## src/rtl/branch_resolve_unit_pkg.sv

```systemverilog
// Shared types for the branch resolve path: per-stage prediction record, flush FSM state, BTB index slice.
// No logic lives here; latency and backpressure are defined by the modules that import it.
package branch_resolve_unit_pkg;

  localparam int PC_width   = 32;
  localparam int BTB_IDX_HI = 9;
  localparam int BTB_IDX_LO = 2;

  typedef struct packed {
    logic                v;
    logic [PC_width-1:0] pc;
    logic [PC_width-1:0] pred_tgt;
    logic                pred_tk;
  } pred_rec_t;

  typedef enum logic [0:0] {
    IDLE  = 1'b0,
    FLUSH = 1'b1
  } state_t;

  function automatic logic [BTB_IDX_HI-BTB_IDX_LO:0] btb_index(input logic [PC_width-1:0] pc);
    return pc[BTB_IDX_HI:BTB_IDX_LO];
  endfunction

endpackage

```

## src/rtl/branch_resolve_unit_track.sv

```systemverilog
// One prediction tracking register: 1-cycle latency, holds on stall.
// A flush overrides the stall and clears the slot.
module pred_track_stage
  import branch_resolve_unit_pkg::*;
(
  input  logic      clk,
  input  logic      reset,
  input  logic      stall,
  input  logic      flush,
  input  pred_rec_t d,
  output pred_rec_t q
);

  always_ff @(posedge clk or negedge reset) begin
    if (!reset) begin
      q <= '0;
    end else if (flush) begin
      q <= '0;
    end else if (!stall) begin
      q <= d;
    end
  end

endmodule

```

## src/rtl/branch_resolve_unit.sv

```systemverilog
// Verifies IF-stage BTB predictions at EX; redirect/BTB update registered one cycle after resolve.
// Stall delays resolve until released; resolve is blocked while the multi-cycle flush is active.
module branch_resolve_unit
  import branch_resolve_unit_pkg::*;
#(
  parameter int FLUSH_CYCLES = 2,
  parameter int CNT_width    = 16
) (
  input  logic                 clk,
  input  logic                 reset,
  input  logic [PC_width-1:0]  IF_PC,
  input  logic [PC_width-1:0]  IF_Pred_Target,
  input  logic                 IF_Pred_Taken,
  input  logic                 IF_valid,
  input  logic                 Stall,
  input  logic                 ID_EX_Branch,
  input  logic                 PCSrc,
  input  logic [PC_width-1:0]  PC_Branch,
  output logic                 Redirect_valid,
  output logic [PC_width-1:0]  Redirect_PC,
  output logic                 Flush,
  output logic                 Upd_en,
  output logic [PC_width-1:0]  Upd_PC,
  output logic [PC_width-1:0]  Upd_Target,
  output logic                 Upd_Valid,
  output logic [CNT_width-1:0] Br_count,
  output logic [CNT_width-1:0] Mis_count
);

  localparam int FCW = (FLUSH_CYCLES > 1) ? $clog2(FLUSH_CYCLES) : 1;

  pred_rec_t if_rec, id_q, ex_q;
  state_t    state;
  logic [FCW-1:0] flush_cnt;

  logic                resolve, mispredict, taken;
  logic [PC_width-1:0] seq_pc, actual_next, pred_next;

  assign if_rec = '{v: IF_valid, pc: IF_PC, pred_tgt: IF_Pred_Target, pred_tk: IF_Pred_Taken};

  pred_track_stage u_id (
    .clk   (clk),
    .reset (reset),
    .stall (Stall),
    .flush (Flush),
    .d     (if_rec),
    .q     (id_q)
  );

  pred_track_stage u_ex (
    .clk   (clk),
    .reset (reset),
    .stall (Stall),
    .flush (Flush),
    .d     (id_q),
    .q     (ex_q)
  );

  // Sequential PC wraps naturally at the top of the address space.
  assign seq_pc      = ex_q.pc + PC_width'(4);
  assign taken       = ID_EX_Branch && PCSrc;
  assign actual_next = taken ? PC_Branch : seq_pc;
  assign pred_next   = ex_q.pred_tk ? ex_q.pred_tgt : seq_pc;
  assign resolve     = ex_q.v && !Stall && (state == IDLE);
  assign mispredict  = resolve && (actual_next != pred_next);

  always_ff @(posedge clk or negedge reset) begin
    if (!reset) begin
      state          <= IDLE;
      flush_cnt      <= '0;
      Flush          <= 1'b0;
      Redirect_valid <= 1'b0;
      Redirect_PC    <= '0;
    end else begin
      Redirect_valid <= 1'b0;
      case (state)
        IDLE: begin
          if (mispredict) begin
            state          <= FLUSH;
            flush_cnt      <= FCW'(FLUSH_CYCLES - 1);
            Flush          <= 1'b1;
            Redirect_valid <= 1'b1;
            Redirect_PC    <= actual_next;
          end
        end
        FLUSH: begin
          if (flush_cnt == '0) begin
            state <= IDLE;
            Flush <= 1'b0;
          end else begin
            flush_cnt <= flush_cnt - 1'b1;
          end
        end
        default: begin
          state <= IDLE;
          Flush <= 1'b0;
        end
      endcase
    end
  end

  // Taken branches always rewrite their entry; a predicted-taken non-branch drops an aliased entry.
  always_ff @(posedge clk or negedge reset) begin
    if (!reset) begin
      Upd_en     <= 1'b0;
      Upd_PC     <= '0;
      Upd_Target <= '0;
      Upd_Valid  <= 1'b0;
      Br_count   <= '0;
      Mis_count  <= '0;
    end else begin
      Upd_en <= 1'b0;
      if (resolve && taken) begin
        Upd_en     <= 1'b1;
        Upd_PC     <= ex_q.pc;
        Upd_Target <= PC_Branch;
        Upd_Valid  <= 1'b1;
      end else if (resolve && !ID_EX_Branch && ex_q.pred_tk) begin
        Upd_en     <= 1'b1;
        Upd_PC     <= ex_q.pc;
        Upd_Target <= '0;
        Upd_Valid  <= 1'b0;
      end
      if (resolve && ID_EX_Branch && (Br_count != '1)) Br_count <= Br_count + 1'b1;
      if (mispredict && (Mis_count != '1)) Mis_count <= Mis_count + 1'b1;
    end
  end

endmodule

```

## config.mk

```make
export PLATFORM = sky130hd
export DESIGN_NAME = branch_resolve_unit
export DESIGN_NICKNAME = d
export VERILOG_FILES = /design/src/rtl/branch_resolve_unit_pkg.sv /design/src/rtl/branch_resolve_unit_track.sv /design/src/rtl/branch_resolve_unit.sv
export SDC_FILE = /design/constraint.sdc
export NUM_CORES = 1
export LEC_CHECK = 0
export ABC_AREA = 0
export CAP_MARGIN = 5
export CORE_MARGIN = 1
export CORE_UTILIZATION = 55
export CTS_CLUSTER_SIZE = 10
export DETAILED_ROUTE_END_ITERATION = 16
export DONT_BUFFER_PORTS = 1
export PLACE_DENSITY = 0.82
export SLEW_MARGIN = 20
export SYNTH_ARGS = -nofsm -noshare
export SYNTH_HDL_FRONTEND = slang
export SYNTH_HIERARCHICAL = 1
export SYNTH_SLANG_ARGS = --single-unit
```

## constraint.sdc

```tcl
create_clock -name clk -period 4.45 [get_ports clk]
set_input_delay 0.89 -clock clk [delete_from_list [all_inputs] [get_ports clk]]
set_output_delay 0.89 -clock clk [all_outputs]
set_load 0.02 [all_outputs]
```

==> results.cfg <==
[sta]
tns_ns = 0
timing.final.crit_share = 0.913
slew_violations = 0
hold_slack_ns = 0.0423
tightest_slew_ns = 0.842
rsz0062_at_grt = no
slew_headroom = 0.437
setup_viol = 0
skew_ns = 0.00727
hold_viol_final = 0
layout_setup_ws_ns = 0.385
period_minus_slack_ns = 4.06
fmax_ghz = 0.246

[logic_synthesis]
yosysTopAreaCell = dfrtp_1
synthFlopType = dfrtp_1
synth_fp_nets = 1425
synthAdderAreaFrac = 0.00274
yosysWarnings = 6
synth_mux_area_frac = 0.131
yosysTopAreaCellShare = 0.485
synth-xor-area-share = 0.0763
synthArstFlopShare = 1.00
yosysSeqAreaShare = 0.485
synth_cells = 1319
syn_area_sq_mm = 0.0137
synth_compound_area_frac = 0.0941
synth_seq_cells = 266
yosysMostFrequentCell = dfrtp_1
yosys-top-cells-count = dfrtp_1, nor2_1, nand2_1, mux2i_1, xnor2_1
synth.avg_cell_area_sq_um = 10.4
synth_top_family_by_area = simple AND/OR/NAND/NOR gates
synth-simple-area-share = 0.163
synth-edff-count = 0
synth_cell_types = 73
synthTopCellsByArea = dfrtp_1, mux2i_1, nor2_1, nand2_1, xnor2_1

[power]
power_frac_clock = 0.259
seq_power_share = 0.523
power_density_mw_per_mm2 = 565
combinationalPowerShare = 0.218
intPower_mw = 5.20
leakagePower_nw = 6.84
vdd_ir_drop_max_uv = 334
p_total_mw = 8.24
switching_share = 0.369
netSwitchingPower_mw = 3.04

[place]
postPlaceCellArea_sq_mm = 0.0138
pre_cts_slack_ns = 0.409
dp_hpwl_microns = 27200
io_buffer_count = 0
gp_congestion = 0.985
dpl.cell_count = 1575

[drt]
dr.pass1.iters = 6
antenna_left = 0
drc = 0
drt-initial-drc-count = 1026
detail_route.wl_per_cell_microns = 23.4
viasPerCell = 6.20
vias = 9979
wl_microns = 37700

[cells_and_area]
layout.nets = 1389
post-route-util = 0.597
diodes = 0
drive_gt1_frac = 0.0816
design_area_sq_mm = 0.0146
area_delta_synth_final_pct = 6.24
fin_cells = 1610

[cts]
cts_made_buffers = 30
postCtsResizedCells = 0
cts_hold_buffers = 0
path_clk_slew_ns = 0.06
cts_max_path_buffers = 3
cts_sinks = 266
clk_latency_ns = 0.55
post_cts_buffers = 0
cts_tree = yes
htreeDepth = 1
root_buffer = clkbuf_16

[setup_path]
worstSetupStartpoint = u_ex/q[55]$_DFFE_PN0P_
crit_path_max_fanout = 34
max_stage_delay_ns = 0.68
crit_arrival_ns = 4.49
r2r-start = u_ex/q[55]$_DFFE_PN0P_
critical_path.slowest_cell = or4_1
r2r_cells = 12
path_class = register to register
cp.depth = 12
worstSetupEndpoint = Redirect_PC[16]$_DFFE_PN0P_
cp-end-kind = register
rrSetupSlack_ns = 0.39
rr_endpoint = Redirect_PC[16]$_DFFE_PN0P_
startpoint_type = register
cp.required_ns = 4.88
crit_family = simple AND/OR/NAND/NOR gates
cp_num_buf_inv = 2
crit_chain = nand4_1 -> or4_1 -> nor2_1 -> xnor2_1 -> xnor2_1 -> or4_1 -> a211oi_1 -> and4b_1 -> buf_12 -> nor2_4 -> buf_12 -> mux2_4

[grt]
grt_pass1_vias = 9840
track_usage = 0.295
grt_pass1_wl_microns = 58500
grt_start_max_net_pins = 267
grt_overflow = 0
antenna_found_initial = 0

[floorplanning]
dieArea_sq_mm = 0.0256
core_sq_mm = 0.0244
start_util = 0.562
die_height_microns = 160
die_x_microns = 160
io_pins = 235
num_rows = 57

[run_status]
status = finished clean

[hold_path]
hold_path.class = input pin to async pin

[run]
drv_cap = 0
-- power by group through the flow --
stage / combinational [mW] / clock, mW / sequential, mW
floorplan: 1.57 / 0 / 3.95
global placement: 1.71 / 0 / 4.31
detailed placement: 1.77 / 0 / 4.34
CTS: 1.78 / 2.17 / 4.30
global route: 1.97 / 2.25 / 4.40
finish: 1.79 / 2.13 / 4.31
-- cells by family (layout without fill, tap and decap cells) --
group | after synthesis | in the layout
AOI/OAI and AO/OA | 179 | 179
xor gates and xnor gates | 113 | 113
adders and majority gates | 3 | 3
buffers and inverters | 109 | 76
DFF | 266 | 266
muxes | 168 | 168
and+or+nand+nor | 481 | 481
-- worst min-delay path by stage --
stage,start,end,slack (ns),depth (start not counted)
global placement,flush_cnt$_DFFE_PN0P_,Flush$_DFFE_PN0P_,0.48,2
detailed placement,flush_cnt$_DFFE_PN0P_,Flush$_DFFE_PN0P_,0.50,2
finish,reset,u_id/q[43]$_DFFE_PN0P_,0.04,0
global route,reset,u_id/q[43]$_DFFE_PN0P_,0.03,0
floorplan,state$_DFF_PN0_,flush_cnt$_DFFE_PN0P_,0.47,1
CTS,reset,u_id/q[49]$_DFFE_PN0P_,0.02,0
-- state kept, by name (all words and copies together), names as in the netlist, 16 cells and up --
| register | cells |
|---|---|
| u_ex/q | 66 |
| Upd_Target | 32 |
| Br_count | 16 |
| u_id/q | 66 |
| Mis_count | 16 |
| Upd_PC | 32 |
| Redirect_PC | 32 |
-- routing by layer --
layer,vias to the layer above,part of all wire,global-route usage,wire [microns]
li1,4529,-,-,-
met1,4932,0.43,0.416,16300
met2,446,0.45,0.449,16900
met3,72,0.092,0.0764,3450
met4,0,0.027,0.0905,1040
met5,-,0,0,0
-- layout by cell type (no fill, tap or decap), drive strengths merged, types with 5 or more instances in the layout --
cell type and n:
o31ai 9, nor4 21, a21oi 16, nor2 176, o21ai 52, o41ai 9
nand2 157, dfrtp 266, a21boi 5, or4 5, inv 15, and4 9
nor3b 9, nand2b 9, a22o 33, mux2 30, xor2 46, nand3b 5
mux2i 138, buf 25, xnor2 63, nand4 17, a31oi 6, and3 11
nor3 19, clkbuf 35, nand3 29
-- cell type report --
| type | instances | area (sq um) |
|---|---|---|
| flip-flops and latches | 266 | 6660 |
| repair buffers | 25 | 225 |
| inverters | 16 | 60.1 |
| clock buffers | 35 | 801 |
| well taps | 324 | 405 |
| fillers | 2036 | 9820 |
| multi-input cells | 944 | 6420 |
Note: power is estimated with default switching activity, not from simulation.
